--- src/rtl/cook_time_entry.sv ---
// Front-panel cook-time entry: conditions four raw buttons into press events
// (auto-repeat on the two increment buttons), keeps a saturating cook time in
// seconds, arms/cancels the downstream timer and drives a registered mm:ss
// BCD display.
module cook_time_entry #(
    parameter int REPEAT_DELAY = 25_000_000,
    parameter int REPEAT_RATE  = 5_000_000,
    parameter int MAX_SECONDS  = 3599
) (
    input  logic        clk,
    input  logic        rst_n,
    input  logic        btn_min,
    input  logic        btn_tens,
    input  logic        btn_start,
    input  logic        btn_clear,
    input  logic        done,
    output logic [12:0] cookTime,
    output logic        timeinputdone,
    output logic [3:0]  disp_m_tens,
    output logic [3:0]  disp_m_ones,
    output logic [3:0]  disp_s_tens,
    output logic [3:0]  disp_s_ones,
    output logic [1:0]  state
);

    localparam int REP_MAX = (REPEAT_DELAY > REPEAT_RATE) ? REPEAT_DELAY : REPEAT_RATE;
    localparam int CW      = $clog2(REP_MAX + 1);
    localparam logic [CW-1:0] DELAY_C = CW'(REPEAT_DELAY);
    localparam logic [CW-1:0] RATE_C  = CW'(REPEAT_RATE);
    localparam logic [13:0]   MAX_C   = 14'(MAX_SECONDS);

    typedef enum logic [1:0] {
        S_EDIT = 2'b00,
        S_RUN  = 2'b01,
        S_FIN  = 2'b10
    } state_t;

    // Button bit order: 0 = min, 1 = tens, 2 = start, 3 = clear.
    logic [3:0]    raw;
    logic [3:0]    sync1, sync2, hist_q;
    logic [3:0]    edge_ev;
    logic [CW-1:0] rep_cnt [2];
    logic [1:0]    rep_phase;
    logic [1:0]    rep_fire;
    logic          done_q, done_rise;
    logic          ev_min, ev_tens, ev_start, ev_clear;
    state_t        state_q, state_d;
    logic [12:0]   cook_q, cook_d;
    logic [13:0]   inc, sum;
    logic [12:0]   sat;
    logic [12:0]   mins, secs;

    assign raw       = {btn_clear, btn_start, btn_tens, btn_min};
    assign edge_ev   = sync2 & ~hist_q;
    assign done_rise = done & ~done_q;
    assign ev_min    = edge_ev[0] | rep_fire[0];
    assign ev_tens   = edge_ev[1] | rep_fire[1];
    assign ev_start  = edge_ev[2];
    assign ev_clear  = edge_ev[3];

    // Two-flop synchronizer plus history flop per button, and done history.
    always_ff @(posedge clk or negedge rst_n) begin
        if (!rst_n) begin
            sync1  <= '0;
            sync2  <= '0;
            hist_q <= '0;
            done_q <= 1'b0;
        end else begin
            sync1  <= raw;
            sync2  <= sync1;
            hist_q <= sync2;
            done_q <= done;
        end
    end

    // Repeat fires when the cycles since the last event reach the current
    // threshold: the initial delay first, then the repeat rate.
    always_comb begin
        rep_fire = '0;
        for (int i = 0; i < 2; i++) begin
            rep_fire[i] = sync2[i] & hist_q[i] &
                          (rep_cnt[i] == (rep_phase[i] ? RATE_C : DELAY_C));
        end
    end

    // Repeat counters: cleared by any low sample, restarted on every event.
    always_ff @(posedge clk or negedge rst_n) begin
        if (!rst_n) begin
            for (int i = 0; i < 2; i++) rep_cnt[i] <= '0;
            rep_phase <= '0;
        end else begin
            for (int i = 0; i < 2; i++) begin
                if (!sync2[i]) begin
                    rep_cnt[i]   <= '0;
                    rep_phase[i] <= 1'b0;
                end else if (!hist_q[i]) begin
                    rep_cnt[i]   <= CW'(1);
                    rep_phase[i] <= 1'b0;
                end else if (rep_fire[i]) begin
                    rep_cnt[i]   <= CW'(1);
                    rep_phase[i] <= 1'b1;
                end else begin
                    rep_cnt[i] <= rep_cnt[i] + CW'(1);
                end
            end
        end
    end

    // Next state and cook time; one action per cycle, clear > start > min > tens.
    always_comb begin
        inc     = ev_min ? 14'd60 : 14'd10;
        sum     = {1'b0, cook_q} + inc;
        sat     = (sum > MAX_C) ? MAX_C[12:0] : sum[12:0];
        state_d = state_q;
        cook_d  = cook_q;
        case (state_q)
            S_RUN: begin
                if (ev_clear) begin
                    state_d = S_EDIT;
                    cook_d  = '0;
                end else if (done_rise) begin
                    state_d = S_FIN;
                end
            end
            S_FIN: begin
                if (ev_clear) begin
                    state_d = S_EDIT;
                    cook_d  = '0;
                end else if (ev_start) begin
                    state_d = S_RUN;
                end else if (ev_min || ev_tens) begin
                    state_d = S_EDIT;
                    cook_d  = sat;
                end
            end
            default: begin
                // EDIT, and the unused 11 encoding which behaves as EDIT.
                state_d = S_EDIT;
                if (ev_clear) begin
                    cook_d = '0;
                end else if (ev_start) begin
                    if (cook_q != '0) state_d = S_RUN;
                end else if (ev_min || ev_tens) begin
                    cook_d = sat;
                end
            end
        endcase
    end

    // State, cook time and armed flag update together.
    always_ff @(posedge clk or negedge rst_n) begin
        if (!rst_n) begin
            state_q       <= S_EDIT;
            cook_q        <= '0;
            timeinputdone <= 1'b0;
        end else begin
            state_q       <= state_d;
            cook_q        <= cook_d;
            timeinputdone <= (state_d == S_RUN);
        end
    end

    // Split the current cook time into minutes and seconds.
    always_comb begin
        mins = cook_q / 13'd60;
        secs = cook_q % 13'd60;
    end

    // Registered BCD digits, one cycle behind cookTime.
    always_ff @(posedge clk or negedge rst_n) begin
        if (!rst_n) begin
            disp_m_tens <= '0;
            disp_m_ones <= '0;
            disp_s_tens <= '0;
            disp_s_ones <= '0;
        end else begin
            disp_m_tens <= 4'(mins / 13'd10);
            disp_m_ones <= 4'(mins % 13'd10);
            disp_s_tens <= 4'(secs / 13'd10);
            disp_s_ones <= 4'(secs % 13'd10);
        end
    end

    assign cookTime = cook_q;
    assign state    = state_q;

endmodule

--- config.mk ---
export PLATFORM = sky130hd
export DESIGN_NAME = cook_time_entry
export DESIGN_NICKNAME = d
export VERILOG_FILES = /design/src/rtl/cook_time_entry.sv
export SDC_FILE = /design/constraint.sdc
export NUM_CORES = 1
export LEC_CHECK = 0
export BUFFER_PORTS_ARGS = -buffer_cell sky130_fd_sc_hd__buf_4
export CAP_MARGIN = 20
export CORE_ASPECT_RATIO = 1.25
export CORE_UTILIZATION = 39
export DETAILED_ROUTE_END_ITERATION = 8
export SYNTH_ARGS = -nofsm -noshare
export SYNTH_HDL_FRONTEND = slang
export SYNTH_SLANG_ARGS = --single-unit
--- constraint.sdc ---
create_clock -name clk -period 9.95 [get_ports clk]
set_input_delay 0 -clock clk [delete_from_list [all_inputs] [get_ports clk]]
set_output_delay 0 -clock clk [all_outputs]
set_load 0.1 [all_outputs]
==> results of run 1 <==
## layer usage
layer | track usage (%) | wire (um)
met1 | 24.66 | 7234
met5 | 0 | 0
met4 | 7.821 | 308
met3 | 2.523 | 427
met2 | 32.79 | 8015
## worst max-delay path, cell delays in order (launching register included)
cell	delay [ns]
sky130_fd_sc_hd__dfrtp_1	0.86
sky130_fd_sc_hd__nor3b_1	0.35
sky130_fd_sc_hd__a21oi_1	0.10
sky130_fd_sc_hd__o221a_2	0.35
sky130_fd_sc_hd__o31ai_1	0.57
sky130_fd_sc_hd__mux2i_1	0.70
sky130_fd_sc_hd__nor2_1	0.08
sky130_fd_sc_hd__o21ai_0	0.28
sky130_fd_sc_hd__xnor2_1	0.16
sky130_fd_sc_hd__ha_1	0.25
sky130_fd_sc_hd__maj3_1	0.35
sky130_fd_sc_hd__nand2_1	0.07
sky130_fd_sc_hd__nand3_1	0.15
sky130_fd_sc_hd__xor2_1	0.25
sky130_fd_sc_hd__ha_1	0.22
sky130_fd_sc_hd__inv_1	0.05
sky130_fd_sc_hd__a31oi_1	0.09
sky130_fd_sc_hd__a2111oi_2	0.50
sky130_fd_sc_hd__nor2_1	0.12
sky130_fd_sc_hd__xnor2_1	0.15
## placed cells by master, fill, tap and decap left out, types with 7 or more instances in the layout
cell type / netlist / final
sky130_fd_sc_hd__o211ai_1: 7 / 7
sky130_fd_sc_hd__nand4_1: 10 / 10
sky130_fd_sc_hd__o22ai_1: 7 / 7
sky130_fd_sc_hd__nor3_1: 15 / 15
sky130_fd_sc_hd__a31oi_1: 9 / 9
sky130_fd_sc_hd__clkbuf_16: 0 / 9
sky130_fd_sc_hd__inv_1: 23 / 23
sky130_fd_sc_hd__xor2_1: 33 / 33
sky130_fd_sc_hd__a21oi_1: 38 / 38
sky130_fd_sc_hd__buf_4: 2 / 41
sky130_fd_sc_hd__nor2b_1: 8 / 8
sky130_fd_sc_hd__nand2_1: 69 / 69
sky130_fd_sc_hd__xnor2_1: 26 / 26
sky130_fd_sc_hd__nand3_1: 43 / 43
sky130_fd_sc_hd__o21ai_0: 48 / 48
sky130_fd_sc_hd__ha_1: 17 / 17
sky130_fd_sc_hd__nand2b_1: 8 / 8
sky130_fd_sc_hd__nor2_1: 106 / 106
sky130_fd_sc_hd__nor4_1: 7 / 7
sky130_fd_sc_hd__dfrtp_1: 97 / 97
sky130_fd_sc_hd__and3_1: 17 / 17
## logic make-up after synthesis
kind of cell,Yosys count
buffers and inverters,61
adder cells (fa/ha/maj),21
AO/OA/AOI/OAI,197
multiplexers,5
flip-flops,97
AND/OR/NAND/NOR,317
XOR/XNOR,59
other,1
## final timing paths
kind	startpoint	endpoint	slack [ns]	cells after the start
min in group clk	btn_tens	sync1[1]$_DFF_PN0_	0.30	2
worst min register to register	sync1[1]$_DFF_PN0_	sync2[1]$_DFF_PN0_	0.35	0
worst max-delay path	cookTime[8]$_DFFE_PN0P_	disp_m_ones[3]$_DFF_PN0_	4.20	19
worst max register to register	cookTime[8]$_DFFE_PN0P_	disp_m_ones[3]$_DFF_PN0_	4.20	19
worst min-delay path	rst_n	rep_cnt[7]$_DFF_PN0_	0.13	2
max in group asynchronous	rst_n	hist_q[3]$_DFF_PN0_	8.63	3
## registers in the layout, indices dropped and copies added, names as in the netlist, 4 cells and up
| register | flops |
|---|---|
| rep_cnt | 50 |
| cookTime | 13 |
| disp_m_ones | 4 |
| disp_m_tens | 4 |
| disp_s_ones | 4 |
| disp_s_tens | 4 |
| hist_q | 4 |
| sync1 | 4 |
| sync2 | 4 |
## stage by stage
stage	hold slack, ns	power, W	worst slack [ns]	utilization (%)	instances
6_report	0.1273	0.001564	4.202	44.51	1002
5_1_grt	0.1732	0.001655	3.679	44.51	1002
2_1_floorplan	-0.2956	0.001087	4.602	-	758
3_3_place_gp	-0.03780	0.001227	4.204	42.44	979
3_5_place_dp	-0.03584	0.001237	3.818	42.44	979
4_1_cts	0.1396	0.001571	3.823	44.48	1001
## power breakdown
part | internal (W) | total, W | switching, W | leakage (nW)
Sequential | 0.000425 | 0.000489 | 0.0000634 | 1.30
Clock | 0.000170 | 0.000326 | 0.000156 | 0.125
Combinational | 0.000238 | 0.000749 | 0.000512 | 1.50
Total | 0.000833 | 0.00156 | 0.000731 | 2.92
## cell type report
type / instances / area share [%]
Multi-Input combinational cell: 600 / 52.70
Sequential cell: 97 / 33.39
Timing Repair Buffer: 48 / 5.129
Tap cell: 216 / 3.718
Clock buffer: 10 / 3.150
Inverter: 25 / 1.291
Clock inverter: 6 / 0.6196
## timing repair
item	in CTS	in global routing
hold endpoints to repair	36	0
hold buffers	6	0
setup endpoints to repair	0	0
==> run metrics, run 1 <==
RSZ-0062 raised after global routing false; floorplan die area 0.01732 sq mm; ratio of cells with drive above 1 in the final layout 11.58%; kind of path behind the tightest hold check in -> async; fin crit period 5.748 ns; commonest cells in the synthesized netlist 106 x sky130_fd_sc_hd__nor2_1, 97 x sky130_fd_sc_hd__dfrtp_1, 69 x sky130_fd_sc_hd__nand2_1; post_cts resized 0; critical path data required time 10.19 ns; global-route wire length before repair 27260 um; number of max-cap violations 0; total detailed-routing wirelength 15990 um; sequential fraction of the synthesis area 37.07%; largest net degree at the start of global routing 67; most common cell in the netlist sky130_fd_sc_hd__nor2_1; number of remaining DRC errors 0; number of antenna repair diodes 0; Post-Synth Simple-Gate Area 23.46%; fill cell total of the finished layout 1620; average wire per standard cell 15.95 um; pins over their slew limit 0; cell count after synthesis 758; floorplan row count 52; synthesized net count 783; cell type with the largest total area after synthesis sky130_fd_sc_hd__dfrtp_1; number of sinks driven by the clock tree 97; arrival time of the worst setup path 5.99 ns; leading cell types by total area after synthesis sky130_fd_sc_hd__dfrtp_1 37%, sky130_fd_sc_hd__nor2_1 6.1%, sky130_fd_sc_hd__xor2_1 4.4%; CTS root buffer sky130_fd_sc_hd__clkbuf_16; area occupied by multi-input gates 0.003831 sq mm; final total negative setup slack 0 ns; total setup buffers inserted after CTS 0; Final Hold Violating Endpoints 0; achievable frequency 174.0 MHz; Syn-to-layout area delta 11.00%; final layout net count 806; number of global-route vias before repair 5529; boundary pin count 39; buffers from clock root to sink, at most 2; EDFF count, synth 0; synthesized-area fraction occupied by xor and xnor cells 7.891%; critical path class reg -> reg; primary flip-flop cell chosen by synthesis mapping sky130_fd_sc_hd__dfrtp_1; number of vias in the routed layout 5703; sequential standard cell area 0.002427 sq mm; multiplexer area fraction after synthesis 0.9171%; global placer's final weighted congestion 0.8531; post-route ant nets 0; Compound-Gate Fraction of Synth Area 22.14%; number of antenna violations at the first check in global routing 0; total clock buffers created by CTS 9; area of the core region 0.01633 sq mm; initial drt markers 471; launching element type of the critical path flop; largest voltage drop on the vdd net 0.1090 mV; Max-Slew Margin vs Limit 43.15%; Post-Syn Area 0.006549 sq mm; combinational family with the most area after synthesis simple AND/OR/NAND/NOR gates; synth warn 0; cell area after layout 0.007269 sq mm; final clock period utilization by the worst path 57.77%; Worst-Skew Late Latency 0.35 ns; average cell area after synthesis 8.640 sq um; CTS H-Tree Depth 3; result of the run finished, final reports clean; register clock-pin slew on the reported worst setup and hold paths 0.07 ns; highest fanout seen on the critical path 26; worst-margin pin slew 0.8527 ns; post-synthesis share of cell area spent on full adders, half adders and majority gates 4.031%; y dimension of the die 146.9 um; initial core utilization 40.10%; vias per cell 5.692; Detail Placement HPWL 11510 um; I/O Buffers 38; FF+latch count, synth 97; kind of end point of the critical path flop; count of final setup violators 0; clock tree from TritonCTS built; instance area at placement 0.006930 sq mm; 1st-pass router iterations 5; GRT Util Overall 19.27%; number of distinct library cells after synthesis 94; total global routing overflow 0; area fraction of the dominant cell type after synthesis 37.07%; power density cells 215.2 mW/mm^2; static power due to leakage 2.923 nW; die extent in x 117.9 um; worst clock skew on the final layout 0.01095 ns; Synth async-reset ratio 100.0%
Power figures use the tool's default switching activity.
==> run 2, diff against run 1 <==
clock period = 4.8 ns   (was 9.95 ns; I/O delays follow)
==> run 2 against run 1 <==
Critical endpoint is now disp_s_ones[1]$_DFF_PN0_; sequential power grew 97%; hold slack improved by 0.15 ns; total power grew 140%; wire length is 14% higher; highest routed layer unchanged; core utilization up 7.2 points; die area did not move.
==> run metrics, run 2 (synthesized netlist as in run 1, its figures left out) <==
result of the run finished, final reports clean; final layout net count 884 (+9.7%); launching element type of the critical path flop; total detailed-routing wirelength 18190 um (+14%); clock tree from TritonCTS built; global-route wire length before repair 28460 um (+4.4%); critical-path cell with the highest stage delay sky130_fd_sc_hd__dfrtp_4; number of max-cap violations 0 (unchanged); buffers from clock root to sink, at most 2 (unchanged); internal reg-to-reg setup slack 0.09 ns (-4.11 ns); kind of path behind the tightest hold check in -> async; Total Power 0.003718 W (+140%); Worst R2R End disp_s_ones[1]$_DFF_PN0_; kind of end point of the critical path flop; commonest non-fill, non-tap cell in the layout sky130_fd_sc_hd__buf_4; critical path class reg -> reg; initial drt markers 336 (-29%); number of vias in the routed layout 6192 (+8.6%); Worst Reg2Reg Path Length in Cells 19 (unchanged); largest voltage drop on the vdd net 0.4600 mV (+320%); ratio of cells with drive above 1 in the final layout 26.74% (+15 points); buffers and inverters on the worst path 1 (unchanged); GRT Util Overall 20.04% (+0.76 points); average wire per standard cell 16.84 um (+5.6%); CTS root buffer sky130_fd_sc_hd__clkbuf_16; critical path's top delay family compound AO/OA/AOI/OAI gates; number of antenna repair diodes 0 (unchanged); pins over their slew limit 0 (unchanged); final hold slack 0.2729 ns (+0.1456 ns); Detail Placement HPWL 12020 um (+4.4%); 1st-pass router iterations 5 (unchanged); critical path data required time 5.04 ns (-5.15 ns); total clock buffers created by CTS 9 (unchanged); floorplan die area 0.01732 sq mm (unchanged); highest fanout seen on the critical path 10 (-62%); most used cells in the layout excluding fill and tap cells 109 x sky130_fd_sc_hd__buf_4, 99 x sky130_fd_sc_hd__nor2_1, 90 x sky130_fd_sc_hd__dfrtp_1; achievable frequency 212.5 MHz (+22%); Final Hold Violating Endpoints 0 (unchanged); global placer's final weighted congestion 0.9142 (+7.2%); Max-Slew Margin vs Limit 46.25% (+3.1 points); I/O Buffers 38 (unchanged); fill cell total of the finished layout 1467 (-9.4%); number of sinks driven by the clock tree 97 (unchanged); number of antenna violations at the first check in global routing 0 (unchanged); total global routing overflow 0 (unchanged); max reg flops 50 (unchanged); CTS H-Tree Depth 3 (unchanged); Worst-Skew Late Latency 0.36 ns (about the same); worst path cell trace buf_8 > a41oi_2 > o21ai_2 > and3_4 > a311oi_4 > nand2_1 > o32a_1 > and2_4 > and3_4 > a311o_1 > a2111oi_4 > nor4_4 > a221oi_2 > nor2_2 > ha_2 > a21oi_2 > nor3b_4 > o21ai_2 > xnor2_1; Crit Reg-Reg Startpoint cookTime[7]$_DFFE_PN0P_; longest individual stage delay on the worst path 0.57 ns (-0.29 ns); number of remaining DRC errors 0 (unchanged); largest net degree at the start of global routing 62 (-7.5%); final clock period utilization by the worst path 98.06% (+40 points); vias per cell 5.733 (+0.73%); post-route ant nets 0 (unchanged); initial core utilization 40.10% (unchanged); boundary pin count 39 (unchanged); Syn-to-layout area delta 28.89%; static power due to leakage 3.459 nW (+18%); fin crit period 4.707 ns (-1.041 ns); die extent in x 117.9 um (unchanged); power density cells 440.5 mW/mm^2 (+100%); worst clock skew on the final layout 0.01243 ns (+0.001484 ns); number of global-route vias before repair 5879 (+6.3%); worst-margin pin slew 0.8063 ns (-0.04642 ns); register with the highest flop count rep_cnt; count of final setup violators 0 (unchanged); y dimension of the die 146.9 um (unchanged); floorplan row count 52 (unchanged); register clock-pin slew on the reported worst setup and hold paths 0.07 ns (about the same); area of the core region 0.01633 sq mm (unchanged); arrival time of the worst setup path 4.95 ns (-1.04 ns); RSZ-0062 raised after global routing true
[run 2: cell count changes in the layout (fill, tap and decap cells not counted), moves of 4 or more]
cell	previous run	this run
sky130_fd_sc_hd__buf_4	41	109
sky130_fd_sc_hd__buf_6	0	5
sky130_fd_sc_hd__o21ai_2	3	9
sky130_fd_sc_hd__dfrtp_1	97	90
sky130_fd_sc_hd__nor2_2	0	6
sky130_fd_sc_hd__nand3_1	43	39
sky130_fd_sc_hd__dfrtp_2	0	5
sky130_fd_sc_hd__nand3_2	0	4
sky130_fd_sc_hd__o21ai_0	48	39
sky130_fd_sc_hd__nor2_1	106	99
sky130_fd_sc_hd__a21oi_4	0	4
[run 2: metal layers]
metal,routed length [um],up-vias,GRT usage [%]
met5,0,-,0
met4,610,0,9.551
li1,-,2939,-
met2,9353,176,34.62
met1,7608,3027,24.51
met3,615,50,2.834
[run 2: cell type report]
class | instances | area [sq um] | area share (%)
flip-flops and latches | 97 | 2441 | 28.92
clock inverters | 7 | 123.9 | 1.468
well taps | 216 | 270.3 | 3.202
repair buffers | 125 | 989.7 | 11.73
clock buffers | 9 | 225.2 | 2.668
multi-input cells | 601 | 4297 | 50.90
inverters | 25 | 93.84 | 1.112
[run 2: power by group]
| part | leakage [nW] | total [W] | switching [W] | internal, W |
|---|---|---|---|---|
| clock network | 0.167 | 0.000848 | 0.000334 | 0.000514 |
| logic | 2.00 | 0.00191 | 0.00123 | 0.000678 |
| registers | 1.29 | 0.000962 | 0.0000772 | 0.000884 |
[run 2: worst max-delay path by stage]
stage / endpoint / from / cells past startpoint
finish: disp_s_ones[1]$_DFF_PN0_ / cookTime[7]$_DFFE_PN0P_ / 19
global route: disp_s_ones[1]$_DFF_PN0_ / cookTime[8]$_DFFE_PN0P_ / 20
CTS: disp_s_ones[1]$_DFF_PN0_ / cookTime[7]$_DFFE_PN0P_ / 18
detailed placement: disp_s_ones[1]$_DFF_PN0_ / cookTime[7]$_DFFE_PN0P_ / 18
global placement: disp_s_ones[1]$_DFF_PN0_ / cookTime[7]$_DFFE_PN0P_ / 18
floorplan: disp_s_ones[1]$_DFF_PN0_ / cookTime[10]$_DFFE_PN0P_ / 21
[run 2: what timing repair did]
action | in CTS | in global routing
gates resized for setup | 3 | 96
setup endpoints to repair | 1 | 13
gates cloned | 0 | 1
buffers inserted | 0 | 43
pin swaps | 1 | 30
hold endpoints to repair | 65 | 0
hold buffers | 6 | 0
[run 2: stage by stage]
stage / util, % / area [sq um] / setup slack (ns) / std cells / setup TNS [ns]
4_1_cts: 46.97 / 7670 / 0.004199 / 1036 / 0
2_1_floorplan: - / 6604 / 0.02435 / 758 / 0
3_3_place_gp: 44.38 / 7248 / 0.1348 / 1014 / 0
5_1_grt: 51.69 / 8441 / -0.1491 / 1080 / -0.2322
3_5_place_dp: 44.38 / 7248 / -0.02035 / 1014 / -0.02035
6_report: 51.69 / 8441 / 0.09335 / 1080 / 0
==> run 3, diff against run 2 <==
clock period = 5.5 ns   (was 4.8 ns; I/O delays follow)
==> run 3 against run 2 <==
Clock skew decreased by 0.0046 ns; cell area decreased by 11%; global-route usage increased by 0.35 points; register-to-register slack improved by 0.30 ns; clock-buffer cell count increased by 2; first-iteration DRC count increased by 1.2%; via count decreased by 4.8%; sequential share of layout area increased by 3.3 points; core utilization decreased by 5.5 points; wire length decreased by 5.4%; non-clock buffer count decreased by 54; critical path type unchanged; largest cell class unchanged; largest power group unchanged.
==> run metrics, run 3 (synthesized netlist as in run 1, its figures left out) <==
result of the run finished, final reports clean; filler-free cell count of the finished design 1025 (-5.1%); global placer's final weighted congestion 0.8797 (-3.8%); Worst Reg2Reg Path Length in Cells 19 (unchanged); boundary pin count 39 (unchanged); max reg flops 50 (unchanged); Clk network pwr share 24.8% (+2.0 points); final total negative setup slack 0 ns (unchanged); global-route wire length before repair 28480 um (about the same); critical path class reg -> reg; worst-margin pin slew 0.8452 ns (+0.03891 ns); number of antenna repair diodes 0 (unchanged); register share of total power 27.6% (+1.7 points); GRT Util Overall 20.39% (+0.35 points); worst path cell trace buf_4 > nor3_1 > a211o_1 > a22oi_1 > o311a_4 > xnor2_1 > and3_1 > o311a_1 > a21o_1 > o22ai_1 > and3_1 > nor4_2 > a221oi_1 > nor2_1 > ha_1 > a21oi_1 > nor3b_2 > o21ai_2 > xnor2_1; RSZ-0062 raised after global routing false; Crit Reg-Reg Startpoint cookTime[11]$_DFFE_PN0P_; clock tree from TritonCTS built; largest voltage drop on the vdd net 0.1845 mV (-60%); area of the core region 0.01633 sq mm (unchanged); buffers and inverters on the worst path 1 (unchanged); vias per cell 5.748 (+0.26%); switching share of total power 44.62% (+0.49 points); internal reg-to-reg setup slack 0.40 ns (+0.30 ns); floorplan row count 52 (unchanged); commonest non-fill, non-tap cell in the layout sky130_fd_sc_hd__nor2_1; I/O Buffers 38 (unchanged); final hold slack 0.1444 ns (-0.1285 ns); static power due to leakage 3.080 nW (-11%); kind of path behind the tightest hold check in -> async; final clock period utilization by the worst path 92.79% (-5.3 points); fill cell total of the finished layout 1592 (+8.5%); die extent in x 117.9 um (unchanged); average wire per standard cell 16.79 um (-0.32%); total detailed-routing wirelength 17210 um (-5.4%); critical-path cell with the highest stage delay sky130_fd_sc_hd__dfrtp_2; number of max-cap violations 0 (unchanged); Worst R2R End disp_s_ones[1]$_DFF_PN0_; Syn-to-layout area delta 15.21%; final layout net count 829 (-6.2%); achievable frequency 196.0 MHz (-7.8%); CTS H-Tree Depth 3 (unchanged); number of remaining DRC errors 0 (unchanged); longest individual stage delay on the worst path 0.49 ns (-0.08 ns); count of final setup violators 0 (unchanged); arrival time of the worst setup path 5.35 ns (+0.40 ns); 1st-pass router iterations 7 (+2); largest net degree at the start of global routing 67 (+8.1%); register with the highest flop count rep_cnt; worst clock skew on the final layout 0.007793 ns (-0.004641 ns); pins over their slew limit 0 (unchanged); launching element type of the critical path flop; floorplan die area 0.01732 sq mm (unchanged); kind of end point of the critical path flop; number of sinks driven by the clock tree 97 (unchanged); power density cells 406.0 mW/mm^2 (-7.8%); number of vias in the routed layout 5892 (-4.8%); initial core utilization 40.10% (unchanged); combinational share of power 47.7% (-3.6 points); cell area after layout 0.007545 sq mm (-11%); Detail Placement HPWL 12310 um (+2.4%); instance area at placement 0.007096 sq mm (-2.1%); post-route ant nets 0 (unchanged); dpl cells 1001 (-1.3%); fin crit period 5.103 ns (+0.3966 ns); number of global-route vias before repair 5732 (-2.5%); CTS root buffer sky130_fd_sc_hd__clkbuf_16; critical path data required time 5.74 ns (+0.70 ns); total clock buffers created by CTS 9 (unchanged); Max-Slew Margin vs Limit 43.65% (-2.6 points); Worst-Skew Late Latency 0.36 ns (about the same); number of antenna violations at the first check in global routing 0 (unchanged); initial drt markers 340 (+1.2%); critical path's top delay family compound AO/OA/AOI/OAI gates; ratio of cells with drive above 1 in the final layout 14.96% (-12 points); highest fanout seen on the critical path 15 (+5); post-route core utilization 46.20% (-5.5 points); y dimension of the die 146.9 um (unchanged); Final Hold Violating Endpoints 0 (unchanged); buffers from clock root to sink, at most 2 (unchanged); Cell Int Power 0.001696 W (-18%); most used cells in the layout excluding fill and tap cells 106 x sky130_fd_sc_hd__nor2_1, 92 x sky130_fd_sc_hd__dfrtp_1, 69 x sky130_fd_sc_hd__nand2_1; total global routing overflow 0 (unchanged); register clock-pin slew on the reported worst setup and hold paths 0.07 ns (about the same); switching power 0.001367 W (-17%)
==> run 3: area by class of cell <==
| cell class | instances | area, sq um | share of cell area [%] |
|---|---|---|---|
| multi-input combinational | 600 | 3846 | 50.98 |
| sequential | 97 | 2434 | 32.26 |
| timing repair buffer | 71 | 548.0 | 7.264 |
| tap | 216 | 270.3 | 3.582 |
| clock buffer | 11 | 242.7 | 3.217 |
| clock inverter | 5 | 110.1 | 1.459 |
| inverter | 25 | 93.84 | 1.244 |
==> run 3: worst max-delay path by stage <==
stage | cells past startpoint | slack [ns] | to | startpoint
2_1_floorplan | 25 | 0.15 | disp_m_ones[3]$_DFF_PN0_ | cookTime[7]$_DFFE_PN0P_
3_3_place_gp | 19 | 0.29 | disp_s_ones[1]$_DFF_PN0_ | cookTime[11]$_DFFE_PN0P_
3_5_place_dp | 18 | 0.12 | disp_s_ones[1]$_DFF_PN0_ | cookTime[7]$_DFFE_PN0P_
4_1_cts | 18 | 0.11 | disp_s_ones[1]$_DFF_PN0_ | cookTime[7]$_DFFE_PN0P_
5_1_grt | 19 | 0.04 | disp_s_ones[1]$_DFF_PN0_ | cookTime[11]$_DFFE_PN0P_
6_report | 19 | 0.40 | disp_s_ones[1]$_DFF_PN0_ | cookTime[11]$_DFFE_PN0P_
==> run 3: routing by layer <==
layer,part of all wire (%),vias up,global-route usage [%]
met3,3.8,36,3.377
met1,43,2879,25.20
met4,2.6,0,9.744
li1,-,2812,-
met2,50,165,34.53
met5,0,-,0
==> run 3: what timing repair did <==
action / CTS / global route
resized for setup: 0 / 8
hold endpoints to repair: 36 / 0
setup endpoints to repair: 0 / 4
setup buffers: 0 / 2
hold buffers: 6 / 0
==> run 3: stage by stage <==
step / setup slack [ns] / total power [W]
CTS: 0.1117 / 0.003051
floorplan: 0.1524 / 0.001966
finish: 0.3968 / 0.003063
global route: 0.03588 / 0.003219
detailed placement: 0.1187 / 0.002279
global placement: 0.2850 / 0.002256
==> run 3: power groups by stage <==
stage / combinational [W] / clock [W] / sequential [W]
after global routing: 0.00156 / 0.000803 / 0.000854
after CTS: 0.00143 / 0.000778 / 0.000844
after detailed placement: 0.00142 / 0 / 0.000857
after global placement: 0.00140 / 0 / 0.000857
after floorplan: 0.000822 / 0 / 0.00114
final: 0.00146 / 0.000758 / 0.000844
==> run 3: worst reg2reg max path: stages, from the launching register on <==
cell and delay (ns):
sky130_fd_sc_hd__dfrtp_2 0.49, sky130_fd_sc_hd__buf_4 0.22, sky130_fd_sc_hd__nor3_1 0.34, sky130_fd_sc_hd__a211o_1 0.25, sky130_fd_sc_hd__a22oi_1 0.14, sky130_fd_sc_hd__o311a_4 0.42, sky130_fd_sc_hd__xnor2_1 0.19, sky130_fd_sc_hd__and3_1 0.24
sky130_fd_sc_hd__o311a_1 0.32, sky130_fd_sc_hd__a21o_1 0.22, sky130_fd_sc_hd__o22ai_1 0.43, sky130_fd_sc_hd__and3_1 0.25, sky130_fd_sc_hd__nor4_2 0.06, sky130_fd_sc_hd__a221oi_1 0.42, sky130_fd_sc_hd__nor2_1 0.15, sky130_fd_sc_hd__ha_1 0.21
sky130_fd_sc_hd__a21oi_1 0.15, sky130_fd_sc_hd__nor3b_2 0.26, sky130_fd_sc_hd__o21ai_2 0.10, sky130_fd_sc_hd__xnor2_1 0.14
